File: src/rtl/muldiv_seq.sv
// Sequencer and shared-adder arbiter for the iterative RV32M multiplier (MUL/MULH/MULHSU/MULHU).
// Optional one-entry result cache enabled by defining MULDIV_SEQ_CACHE_EN.
module muldiv_seq (
    input  logic        clk,
    input  logic        rst,
    input  logic        req_valid_i,
    output logic        req_ready_o,
    input  logic [2:0]  req_funct3_i,
    input  logic [31:0] req_a_i,
    input  logic [31:0] req_b_i,
    input  logic [4:0]  req_rd_i,
    input  logic        flush_i,
    output logic        mul_en_o,
    output logic [2:0]  mul_funct3_o,
    output logic [31:0] mul_a_o,
    output logic [31:0] mul_b_o,
    input  logic        mul_finish_i,
    input  logic [31:0] mul_result_i,
    input  logic [31:0] mul_opa_i,
    input  logic [31:0] mul_opb_i,
    input  logic [31:0] alu_opa_i,
    input  logic [31:0] alu_opb_i,
    output logic [31:0] adder_opa_o,
    output logic [31:0] adder_opb_o,
    output logic        alu_stall_o,
    output logic        resp_valid_o,
    input  logic        resp_ready_i,
    output logic [31:0] resp_data_o,
    output logic [4:0]  resp_rd_o,
    output logic        resp_err_o
);

    typedef enum logic [1:0] {IDLE, BUSY, DONE} state_t;

    state_t      state_reg, state_next;
    logic [2:0]  funct3_reg, funct3_next;
    logic [31:0] a_reg, a_next;
    logic [31:0] b_reg, b_next;
    logic [4:0]  rd_reg, rd_next;
    logic [31:0] data_reg, data_next;
    logic        err_reg, err_next;

    logic        accept;
    logic        busy;
    logic        cache_hit;
    logic [31:0] cache_result;

`ifdef MULDIV_SEQ_CACHE_EN
    logic        cache_valid_reg;
    logic [2:0]  cache_funct3_reg;
    logic [31:0] cache_a_reg;
    logic [31:0] cache_b_reg;
    logic [31:0] cache_result_reg;

    // Only normal completions are cached; flush leaves the entry intact.
    always_ff @(posedge clk) begin
        if (rst) begin
            cache_valid_reg  <= 1'b0;
            cache_funct3_reg <= 3'd0;
            cache_a_reg      <= 32'd0;
            cache_b_reg      <= 32'd0;
            cache_result_reg <= 32'd0;
        end else if (busy && mul_finish_i && !flush_i) begin
            cache_valid_reg  <= 1'b1;
            cache_funct3_reg <= funct3_reg;
            cache_a_reg      <= a_reg;
            cache_b_reg      <= b_reg;
            cache_result_reg <= mul_result_i;
        end
    end

    assign cache_hit    = cache_valid_reg && (cache_funct3_reg == req_funct3_i) &&
                          (cache_a_reg == req_a_i) && (cache_b_reg == req_b_i);
    assign cache_result = cache_result_reg;
`else
    assign cache_hit    = 1'b0;
    assign cache_result = 32'd0;
`endif

    assign busy        = (state_reg == BUSY);
    assign req_ready_o = !flush_i && ((state_reg == IDLE) ||
                                      ((state_reg == DONE) && resp_ready_i));
    assign accept      = req_valid_i && req_ready_o;

    always_ff @(posedge clk) begin
        if (rst) begin
            state_reg  <= IDLE;
            funct3_reg <= 3'd0;
            a_reg      <= 32'd0;
            b_reg      <= 32'd0;
            rd_reg     <= 5'd0;
            data_reg   <= 32'd0;
            err_reg    <= 1'b0;
        end else begin
            state_reg  <= state_next;
            funct3_reg <= funct3_next;
            a_reg      <= a_next;
            b_reg      <= b_next;
            rd_reg     <= rd_next;
            data_reg   <= data_next;
            err_reg    <= err_next;
        end
    end

    always_comb begin
        state_next  = state_reg;
        funct3_next = funct3_reg;
        a_next      = a_reg;
        b_next      = b_reg;
        rd_next     = rd_reg;
        data_next   = data_reg;
        err_next    = err_reg;

        if (flush_i) begin
            state_next = IDLE;
        end else begin
            case (state_reg)
                IDLE: ;
                BUSY: begin
                    if (mul_finish_i) begin
                        data_next  = mul_result_i;
                        err_next   = 1'b0;
                        state_next = DONE;
                    end
                end
                DONE: begin
                    if (resp_ready_i)
                        state_next = IDLE;
                end
                default: state_next = IDLE;
            endcase

            // A same-cycle acceptance in DONE overrides the return to IDLE.
            if (accept) begin
                rd_next = req_rd_i;
                if (req_funct3_i[2]) begin
                    data_next  = 32'd0;
                    err_next   = 1'b1;
                    state_next = DONE;
                end else if (cache_hit) begin
                    data_next  = cache_result;
                    err_next   = 1'b0;
                    state_next = DONE;
                end else begin
                    funct3_next = req_funct3_i;
                    a_next      = req_a_i;
                    b_next      = req_b_i;
                    state_next  = BUSY;
                end
            end
        end
    end

    assign mul_en_o     = busy;
    assign alu_stall_o  = busy;
    assign mul_funct3_o = funct3_reg;
    assign mul_a_o      = a_reg;
    assign mul_b_o      = b_reg;

    assign adder_opa_o  = busy ? mul_opa_i : alu_opa_i;
    assign adder_opb_o  = busy ? mul_opb_i : alu_opb_i;

    assign resp_valid_o = (state_reg == DONE);
    assign resp_data_o  = data_reg;
    assign resp_rd_o    = rd_reg;
    assign resp_err_o   = err_reg;

endmodule

File: config.mk
export PLATFORM = sky130hd
export DESIGN_NAME = muldiv_seq
export DESIGN_NICKNAME = d
export VERILOG_FILES = /design/src/rtl/muldiv_seq.sv
export SDC_FILE = /design/constraint.sdc
export NUM_CORES = 1
export LEC_CHECK = 0
export CAP_MARGIN = 20
export CORE_AREA = 4 4 156 158
export DETAILED_ROUTE_END_ITERATION = 16
export DIE_AREA = 0 0 160 162
export PLACE_DENSITY = 0.55
export SLEW_MARGIN = 15
export SYNTH_ARGS = -nofsm -noshare
export SYNTH_HDL_FRONTEND = slang
export SYNTH_SLANG_ARGS = --single-unit
File: constraint.sdc
create_clock -name clk -period 4.25 [get_ports clk]
set_clock_uncertainty 0.15 [all_clocks]
set_input_delay 1.0625 -clock clk [delete_from_list [all_inputs] [get_ports clk]]
set_output_delay 1.0625 -clock clk [all_outputs]
set_load 0.05 [all_outputs]
==> impl_results.md <==
- Share of cells above drive strength 1: 9.784%
- Initial core utilization: 21.37%
- Initial antenna violation count: 9
- Leak: 0.003819 uW
- Yosys cell types: 27
- # clock sinks: 106
- Largest net degree at the start of global routing: 75
- First-pass detailed-route iteration total: 4
- Setup violators final: 0
- Post-synth top cells: nand2_1, dfxtp_1, mux2i_1
- Placed cells: 1337
- Number of vias per cell: 4.155
- TritonCTS clock tree: done
- IO Pins: 411
- Synth-to-Final Area Change: 93.47%
- Vias in the first global route: 5630
- Routed WL: 23140 um
- Pwr dens: 287.0 nW/um^2
- Clk_lat worst skew: 340 ps
- Slew @ Worst Pin: 716.1 ps
- Worst vdd ir: 0.0002275 V
- Post-layout min period: 3401 ps
- Synth top area share: 42.94%
- Area contributors post-synth: dfxtp_1, nand2_1, mux2i_1
- Outcome: finished, final reports clean
- 1st-iter DRT viols: 253
- Max FO, Critical Path: 9
- Num CTS Buffers: 9
- Avg WL per Cell: 17.04 um
- H-tree levels: 3
- Asr flop ratio synth: 0%
- Final HPWL DP: 18380 um
- Number of synthesized flops with an enable pin: 0
- Slew HR: 52.26%
- CP Launch Type: input pin
- DIE HEIGHT: 162 um
- Achievable Freq: 294.0 MHz
- Non-Filler Instances: 1358
- Post-CTS setup buffers: 0
- Final worst-path cycle share: 80.03%
- Sequential area share after synthesis: 42.94%
- Worst path required time: 3040 ps
- Rows: 56
- Fin Setup TNS: 0 ps
- CORE AREA: 23120 um^2
- DRC viols: 0
- Fin. Hold Viols: 0
- Hold Path Class: flip-flop to flip-flop
- Final ANT Viol Nets: 0
- DR vias: 5642
- First-pass GRT wire length: 33400 um
- Unrepaired setup endpoints after global routing: false
- All-Layer GR Usage: 16.78%
- Die width: 160 um
- WP data arrival: 2190 ps
- Synth Cell Area: 4942 um^2
- Critical path class: input pin to output pin
- Cells after synthesis: 684
- GP Congestion: 0.8354
- Root Driver: clkbuf_16
- GRT overflow: 0
- Port Buf Inserts: 409
- Pins Over Slew Limit: 0
- Most common cell in the netlist: nand2_1
- Leading area contributor after synthesis: dfxtp_1
- Resize count post-CTS: 0
- Synth warnings: 0
- Clock transition at the registers of the reported paths: 80 ps
- Syn Nets: 922
- Clock tree buffer depth: 2
- Hold Buf Count CTS: 0
- Max_cap viols: 0
- Dominant synthesized flop cell: dfxtp_1
- FF+latch count, synth: 106
- Crit end category: output pin
- Final net count: 1296
- Syn_area_per_cell: 7.225 um^2
- Full die area: 25920 um^2
## critical path: stages
cell and delay (ps):
clkdlybuf4s50_1 470, nand2b_1 280, and2_1 220, buf_12 150
## kinds of logic (layout without fill, tap and decap cells)
family          count (synthesis)  count (layout)  synth area share, %
buf+inv                        62             441                6.152
other cells                     1               6              0.07588
simple gates                  402             402                31.57
mux                            66              66                13.37
flops                         106             106                42.94
compound gates                 47              47                5.899
## where the power goes
part | internal (uW) | leakage [uW] | total, uW | switching, uW
registers | 1020 | 0.000859 | 1030 | 13.8
clock network | 530 | 0.000165 | 946 | 416
logic | 356 | 0.00279 | 765 | 409
## layer usage
layer	share of wire [%]	GRT usage, %	vias to the layer above
li1	-	-	2902
met1	37	17.99	2468
met2	52	30.29	238
met3	8.7	6.090	30
met4	2.2	6.296	4
met5	0.15	0	-
## stage by stage
stage          area (um^2)  util (%)  hold WS (ps)  worst slack [ps]  total power (uW)
2_1_floorplan         4942         -         454.4              1295              1430
3_3_place_gp          9214     39.85         291.4             854.5              1823
3_5_place_dp          9214     39.85         295.8             849.2              1825
4_1_cts               9549     41.30         306.7             843.5              2790
5_1_grt               9562     41.35         321.9             753.1              2863
6_report              9562     41.35         304.4             848.8              2744
## final timing paths
check	from	end	slack, ps	cells after the start
setup / recovery	resp_ready_i	req_ready_o	850	4
hold / removal	resp_data_o[6]	resp_data_o[6]	300	2
setup reg to reg	state_reg[0]	mul_b_o[7]	2210	4
hold reg to reg	resp_data_o[6]	resp_data_o[6]	300	2
## cell type report
cell class / count / area [um^2]
Inverter: 8 / 32.53
Clock inverter: 7 / 110.1
Antenna cell: 5 / 12.51
Sequential cell: 106 / 2122
Tap cell: 290 / 362.8
Multi-Input combinational cell: 516 / 2522
Timing Repair Buffer: 417 / 4174
Clock buffer: 9 / 225.2
Fill cell: 2392 / 13560
## layout by cell type (no fill, tap or decap), types with 2 or more instances in the layout
cell type        count
clkdlybuf4s50_1    342
buf_4               60
inv_6                2
bufinv_16            2
buf_12              15
and3_1               2
nor2_1               2
a31o_2               6
mux2i_1             66
dfxtp_1            106
a21oi_1             32
nand2_1            389
clkbuf_16            9
a311oi_1             5
diode_2              5
inv_1                6
Power figures use the tool's default switching activity.
